$ cat config.mk
export PLATFORM = sky130hd
export DESIGN_NAME = lsu_dmem
export DESIGN_NICKNAME = d
export VERILOG_FILES = /design/src/rtl/lsu_dmem.sv
export SDC_FILE = /design/constraint.sdc
export NUM_CORES = 1
export LEC_CHECK = 0
export BUFFER_PORTS_ARGS = -buffer_cell sky130_fd_sc_hd__buf_4
export CORE_AREA = 8 8 132 134
export CTS_CLUSTER_DIAMETER = 30
export CTS_CLUSTER_SIZE = 25
export DETAILED_ROUTE_END_ITERATION = 7
export DIE_AREA = 0 0 140 142
export PLACE_DENSITY = 0.73
export SLEW_MARGIN = 40
export SYNTH_ARGS = -nofsm -noshare
export SYNTH_HDL_FRONTEND = slang
export SYNTH_SLANG_ARGS = --single-unit
$ cat constraint.sdc
create_clock -name clk_i -period 3.1 [get_ports clk_i]
set_input_delay 0.155 -clock clk_i [delete_from_list [all_inputs] [get_ports clk_i]]
set_output_delay 0.155 -clock clk_i [all_outputs]
set_load 0.02 [all_outputs]
$ cat src/rtl/lsu_dmem.sv
// Load/store unit between the core data port and a single-port, variable-latency data memory.
// One request at a time; misaligned, illegal-width and timed-out accesses return an error response.
module lsu_dmem #(
  parameter int unsigned TIMEOUT_CYCLES = 255
) (
  input  logic        clk_i,
  input  logic        rst_n_i,
  input  logic        req_valid_i,
  output logic        req_ready_o,
  input  logic        req_we_i,
  input  logic [31:0] req_addr_i,
  input  logic [31:0] req_wdata_i,
  input  logic [2:0]  req_funct3_i,
  output logic        rsp_valid_o,
  output logic [31:0] rsp_rdata_o,
  output logic        rsp_err_o,
  output logic [31:0] mem_addr_o,
  output logic [31:0] mem_wdata_o,
  output logic [3:0]  mem_be_o,
  output logic        mem_rd_o,
  output logic        mem_wr_o,
  input  logic        mem_ack_i,
  input  logic [31:0] mem_rdata_i
);

  localparam logic [1:0]  StIdle     = 2'd0;
  localparam logic [1:0]  StBusy     = 2'd1;
  localparam logic [1:0]  StResp     = 2'd2;
  localparam logic [15:0] TimeoutVal = TIMEOUT_CYCLES[15:0];

  logic [1:0]  r_state, w_state_d;
  logic [15:0] r_cnt, w_cnt_d;
  logic        r_we, w_we_d;
  logic [2:0]  r_funct3, w_funct3_d;
  logic [1:0]  r_addr_lo, w_addr_lo_d;
  logic        r_rd, w_rd_d;
  logic        r_wr, w_wr_d;
  logic [31:0] r_mem_addr, w_mem_addr_d;
  logic [31:0] r_mem_wdata, w_mem_wdata_d;
  logic [3:0]  r_mem_be, w_mem_be_d;
  logic [31:0] r_rdata, w_rdata_d;
  logic        r_err, w_err_d;

  logic        w_illegal;
  logic        w_misaligned;
  logic [3:0]  w_be;
  logic [31:0] w_wdata;
  logic [31:0] w_shifted;
  logic [31:0] w_load_data;
  logic [15:0] w_cnt_inc;

  // Decode of the request presented at the port (only consumed in IDLE).
  always_comb begin
    if (req_we_i) begin
      w_illegal = (req_funct3_i >= 3'b011);
    end else begin
      w_illegal = (req_funct3_i == 3'b011) || (req_funct3_i[2:1] == 2'b11);
    end
    w_misaligned = 1'b0;
    w_be         = 4'b1111;
    w_wdata      = req_wdata_i;
    case (req_funct3_i[1:0])
      2'b00: begin
        w_be    = 4'b0001 << req_addr_i[1:0];
        w_wdata = {4{req_wdata_i[7:0]}};
      end
      2'b01: begin
        w_misaligned = req_addr_i[0];
        w_be         = req_addr_i[1] ? 4'b1100 : 4'b0011;
        w_wdata      = {2{req_wdata_i[15:0]}};
      end
      default: w_misaligned = (req_addr_i[1:0] != 2'b00);
    endcase
  end

  assign w_shifted = mem_rdata_i >> {r_addr_lo, 3'b000};
  assign w_cnt_inc = r_cnt + 16'd1;

  always_comb begin
    case (r_funct3)
      3'b000:  w_load_data = {{24{w_shifted[7]}}, w_shifted[7:0]};
      3'b001:  w_load_data = {{16{w_shifted[15]}}, w_shifted[15:0]};
      3'b100:  w_load_data = {24'd0, w_shifted[7:0]};
      3'b101:  w_load_data = {16'd0, w_shifted[15:0]};
      default: w_load_data = w_shifted;
    endcase
  end

  always_comb begin
    w_state_d     = r_state;
    w_cnt_d       = r_cnt;
    w_we_d        = r_we;
    w_funct3_d    = r_funct3;
    w_addr_lo_d   = r_addr_lo;
    w_rd_d        = r_rd;
    w_wr_d        = r_wr;
    w_mem_addr_d  = r_mem_addr;
    w_mem_wdata_d = r_mem_wdata;
    w_mem_be_d    = r_mem_be;
    w_rdata_d     = r_rdata;
    w_err_d       = r_err;
    case (r_state)
      StIdle: begin
        if (req_valid_i) begin
          w_we_d      = req_we_i;
          w_funct3_d  = req_funct3_i;
          w_addr_lo_d = req_addr_i[1:0];
          if (w_illegal || w_misaligned) begin
            w_state_d = StResp;
            w_err_d   = 1'b1;
            w_rdata_d = 32'd0;
          end else begin
            w_state_d     = StBusy;
            w_cnt_d       = 16'd0;
            w_mem_addr_d  = {req_addr_i[31:2], 2'b00};
            w_mem_be_d    = w_be;
            w_mem_wdata_d = w_wdata;
            w_rd_d        = ~req_we_i;
            w_wr_d        = req_we_i;
          end
        end
      end
      StBusy: begin
        w_cnt_d = w_cnt_inc;
        // Ack takes priority over a timeout expiring in the same cycle.
        if (mem_ack_i) begin
          w_state_d = StResp;
          w_rd_d    = 1'b0;
          w_wr_d    = 1'b0;
          w_err_d   = 1'b0;
          w_rdata_d = r_we ? 32'd0 : w_load_data;
        end else if (w_cnt_inc == TimeoutVal) begin
          w_state_d = StResp;
          w_rd_d    = 1'b0;
          w_wr_d    = 1'b0;
          w_err_d   = 1'b1;
          w_rdata_d = 32'd0;
        end
      end
      StResp:  w_state_d = StIdle;
      default: w_state_d = StIdle;
    endcase
  end

  always_ff @(posedge clk_i) begin
    if (!rst_n_i) begin
      r_state     <= StIdle;
      r_cnt       <= 16'd0;
      r_we        <= 1'b0;
      r_funct3    <= 3'd0;
      r_addr_lo   <= 2'd0;
      r_rd        <= 1'b0;
      r_wr        <= 1'b0;
      r_mem_addr  <= 32'd0;
      r_mem_wdata <= 32'd0;
      r_mem_be    <= 4'd0;
      r_rdata     <= 32'd0;
      r_err       <= 1'b0;
    end else begin
      r_state     <= w_state_d;
      r_cnt       <= w_cnt_d;
      r_we        <= w_we_d;
      r_funct3    <= w_funct3_d;
      r_addr_lo   <= w_addr_lo_d;
      r_rd        <= w_rd_d;
      r_wr        <= w_wr_d;
      r_mem_addr  <= w_mem_addr_d;
      r_mem_wdata <= w_mem_wdata_d;
      r_mem_be    <= w_mem_be_d;
      r_rdata     <= w_rdata_d;
      r_err       <= w_err_d;
    end
  end

  assign req_ready_o = (r_state == StIdle);
  assign rsp_valid_o = (r_state == StResp);
  assign rsp_rdata_o = r_rdata;
  assign rsp_err_o   = r_err;
  assign mem_addr_o  = r_mem_addr;
  assign mem_wdata_o = r_mem_wdata;
  assign mem_be_o    = r_mem_be;
  assign mem_rd_o    = r_rd;
  assign mem_wr_o    = r_wr;

endmodule

Word-level counts from Yosys, hierarchy flattened:

Index checks and enable logic that the tools add are counted.

* word-level logic and storage cells: 77
* bits of input ports: 104
* output and inout port bits: 105
* register bits: 125

* add/subtract/negate cells: 1
* mux-type cells: 33
* reduce and logical (&&, ||, !) cells: 13
* equal/unequal tests: 13
* bitwise logic cells: 2
* order comparisons: 1
* shifts and indexed selects: 2

Operator list (number)
* $mux 32: 5
* $pmux 32 s2: 2
* $pmux 32 s4: 1
* $mux 16: 2
* $pmux 16 s2: 1
* $shr 32x5->32: 1
* $add 16x1->16 const B: 1
* $eq 16x8->1 const B: 1
* $mux 1: 11
* $mux 2: 4
* $pmux 1 s2: 4
* $pmux 4 s2: 1
* $reduce_and 4->1: 2
* $eq 3x3->1 const B: 2
* $reduce_and 3->1: 2
* $eq 2x1->1 const B: 2
* $eq 2x2->1 const B: 2
* $logic_not 2->1: 2
* $mux 4: 1
* $ne 2x2->1 const B: 2
* $pmux 2 s2: 1
* $reduce_and 2->1: 2
* $reduce_bool 2->1: 2
* $shl 1x2->4 const A: 1
* 8 further kinds: 10

Depth between registers and ports, before layout:

* word-level depth: 7
* gate-level depth with buffers: 9
* mapped depth without buffers: 7

Least setup slack after synthesis:

Ideal clock, no wire load.

* path kind: reg2reg
* start: register r_cnt[0]
* end: register r_rdata[19] (netlist: rsp_rdata_o[19])
* path buffers: 1
* library setup time: 0.086 ns
* data required time: 3.014 ns
* data arrival time: 2.116 ns
* period minus slack after synthesis: 2.201 ns
* cell stages (with the launch flop): 9
* path slack: 0.899 ns
* path through: dfxtp_1 ha_1 and3_1 a21oi_1 o211a_1 o2111a_1 a311o_4 buf_6 o221ai_1

* longest elaborated chain between the ends: 4

RTL lines
* start: declaration: RTL line 32 `logic [15:0] r_cnt, w_cnt_d;`
* start signal: assignment: RTL line 161 `r_cnt <= w_cnt_d;`
* $add 16x1->16: RTL line 77 `assign w_cnt_inc = r_cnt + 16'd1;`
* $eq 16x8->1: RTL line 132 `end else if (w_cnt_inc == TimeoutVal) begin`
* $ne 3x3->1 (no source line)
* $reduce_and 4->1 (no source line)
* end signal: assignment: RTL line 170 `r_rdata <= w_rdata_d;`
* end: declaration: RTL line 41 `logic [31:0] r_rdata, w_rdata_d;`

No other way between the ends.
A chain may end at the register's enable or synchronous reset.

Worst setup path in the final report:

* start: register r_cnt[0]
* end: register r_state[1]

* longest elaborated chain between the ends: 4

RTL lines
* $add 16x1->16: RTL line 77
* $eq 16x8->1: RTL line 132
* $ne 3x3->1 (no source line)
* $reduce_and 2->1 (no source line)
* end signal: assignment: RTL line 147 `r_state <= StIdle;`
* end signal: assignment: RTL line 160 `r_state <= w_state_d;`
* end: declaration: RTL line 31 `logic [1:0] r_state, w_state_d;`

No other way between the ends.

==> flow_summary.ini <==
[clock_tree]
cts_buffers = 17
cts_tree = yes
max-clock-path-buffers = 2
clock_latency_ps = 400
cts_setup_buffers = 0
htreeDepth = 4
cts.sinks = 125
clk_pin_slew_ps = 60
root_buffer = clkbuf_16

[yosys]
synth-compound-area-share = 0.247
synth_edf_count = 0
synth-main-ff-cell = dfxtp_1
synth_area_um2 = 6030
synthMuxAreaShare = 0.0633
yosysUniqueCellTypes = 56
async_reset_ff_frac = 0
synth_top_family_by_area = compound AO/OA/AOI/OAI gates
avgSynthCellArea_um2 = 7.85
syn_inst = 768
ys_top_cells_by_area = dfxtp_1 (42%), nand2_1 (9.7%), a21oi_1 (6.6%)
synth_xor_xnor_area_share = 0.0102
yosysWarnings = 0
synth_top_area_frac = 0.415
synth-simple-area-share = 0.207
ys_ff_latch = 125
ys_seq_area_frac = 0.415
yosysTopAreaCell = dfxtp_1
synthAdderAreaFrac = 0.00415

[worst_setup_path]
startpoint_type = register
path_max_fanout = 34
cp_cell_sequence = ha_1 -> and3_1 -> a21oi_1 -> o211a_1 -> o2111a_1 -> a311o_4 -> nor3b_1
crit_family = compound AO/OA/AOI/OAI gates
worst_setup_path_end_kind = register
cp_num_buf_inv = 0
cp.arrival_ps = 2770
path_class = reg -> reg
crit_slowest_cell = a311o_4
required_ps = 3360
slowest_delay_ps = 600

[floorplan]
die-width_um = 140
die_y_um = 142
initial_core_util = 0.391
coreArea_um2 = 15400
die_area_um2 = 19900
boundaryPins = 209
rows = 46

[hold_path]
hold_class = in -> reg

[placed_design]
dp_slack_ps = 634
dpl_cell_area_um2 = 7650
io_buffers = 206
place_congestion = 0.923
dp_hpwl_um = 14000

[global_routing]
grt_max_degree = 86
grt-ovfl-total = 0
grt_pass1_vias = 5846
gr-usage-all-layers = 0.196
antenna_found_initial = 0
grt_pass1_wl_um = 31400

[power_and_ir_drop]
ir_drop_mv = 0.336
power_density_nw_per_um2 = 504
p_leak_nw = 3.38

[layout]
final_common_cell = buf_4
fin_area_um2 = 8510
area_growth_pct = 41.2
nets = 1073
drive_gt1_frac = 0.271
final_cell_mix = buf_4 (217), nand2_1 (155), dfxtp_1 (125)

[timing]
tightest_slew_ps = 733
setup_violations = 0
holdWs_ps = 22.4
finalCriticalPeriod_ps = 2510
slew_viol_final = 0
fmax_mhz = 399
rsz0062_at_grt = false
fin_tns_setup_ps = 0
setup_ws_ps = 594
fin_crit_sh = 0.808
final-hold-violation-count = 0
slew_headroom = 0.511
skew_ps = 9.56

[run_status]
outcome = finished clean

[routing]
via_per_inst = 5.33
vias = 6261
wl_per_cell_um = 17.2
ant_nets = 0
drtPass1Iterations = 5
routed_wl_um = 20200
drcViolationCount = 0
drtIter0Drc = 437

[run]
maxCapViolCount = 0
logic make-up (layout without fill, tap and decap cells):
kind of cell,Yosys count,count (layout)
AOI/OAI and AO/OA,232,232
xor gates and xnor gates,7,7
adders and majority gates,2,2
buffers and inverters,74,285
DFF,125,125
muxes,38,38
other,1,5
and+or+nand+nor,289,289
worst register-to-register path, cell delays in order (launching register included):
cell and delay [ps]:
dfxtp_1 420, ha_1 280, and3_1 270, a21oi_1 90
o211a_1 200, o2111a_1 270, a311o_4 600, nor3b_1 230
metrics by stage:
step           total power, W  cells   util
3_5_place_dp          0.00242   1111  0.496
4_1_cts               0.00433   1172  0.551
5_1_grt               0.00448   1172  0.551
6_report              0.00429   1175  0.552
2_1_floorplan         0.00212    769      -
3_3_place_gp          0.00242   1111  0.496
where the power goes:
group	internal, W	total (W)	switching (W)
clock	0.00116	0.00187	0.000711
combinational	0.000302	0.000699	0.000397
sequential	0.00167	0.00172	0.0000486
routing by layer:
metal | GRT usage | share of wire | vias up
met5 | 0 | 0 | -
met4 | 0.0771 | 0.018 | 0
met3 | 0.0775 | 0.10 | 22
met2 | 0.305 | 0.45 | 248
met1 | 0.239 | 0.42 | 2863
li1 | - | - | 3128
registers in the layout, summed over array words and instances (netlist names):
signal and flops:
mem_addr_o 30, mem_be_o 4, mem_rd_o 1, mem_wdata_o 32, mem_wr_o 1, r_addr_lo 2, r_cnt 16, r_funct3 3
r_state 2, r_we 1, rsp_err_o 1, rsp_rdata_o 32
final timing paths:
check / end / cells past startpoint / slack [ps] / from
setup / recovery: r_state[1] / 7 / 590 / r_cnt[0]
hold / removal: mem_addr_o[20] / 3 / 20 / req_addr_i[20]
setup reg to reg: r_state[1] / 7 / 590 / r_cnt[0]
hold reg to reg: mem_addr_o[4] / 2 / 450 / mem_addr_o[4]
timing repair:
item                      in CTS  in global routing
hold endpoints to repair      29                  0
hold buffers                  29                  0
resized for setup              0                  0
cells in the mapped netlist, types with 2 or more instances:
cell type and n:
o22ai_1 2, o211ai_1 2, o21ai_0 39, mux2i_1 37, buf_4 2, inv_1 5
nand4_1 3, a311oi_1 11, a21oi_1 80, nor2b_1 11, a32oi_1 15, dfxtp_1 125
clkbuf_1 44, o221ai_1 13, or3_1 2, nand2b_1 3, buf_6 2, or2_2 2
a21boi_0 8, a22oi_1 3, nand3_1 27, nand2_1 155, xnor2_1 3, o21ai_1 18
xor2_1 4, nor3_1 8, a211oi_1 18, and3_1 2, o21a_1 8, nor4_1 3
a31oi_1 5, ha_1 2, nor2_1 63, buf_1 7, buf_2 12, o221ai_2 4
final cells by class:
cell class	instances	area, µm²
Fill cell	1447	6910
Multi-Input combinational cell	570	3230
Sequential cell	125	2500
Timing Repair Buffer	247	1940
Clock buffer	22	474
Tap cell	192	240
Clock inverter	10	90.1
Inverter	6	22.5
Antenna cell	3	7.51
No activity file was read; power rests on OpenSTA's default activity.
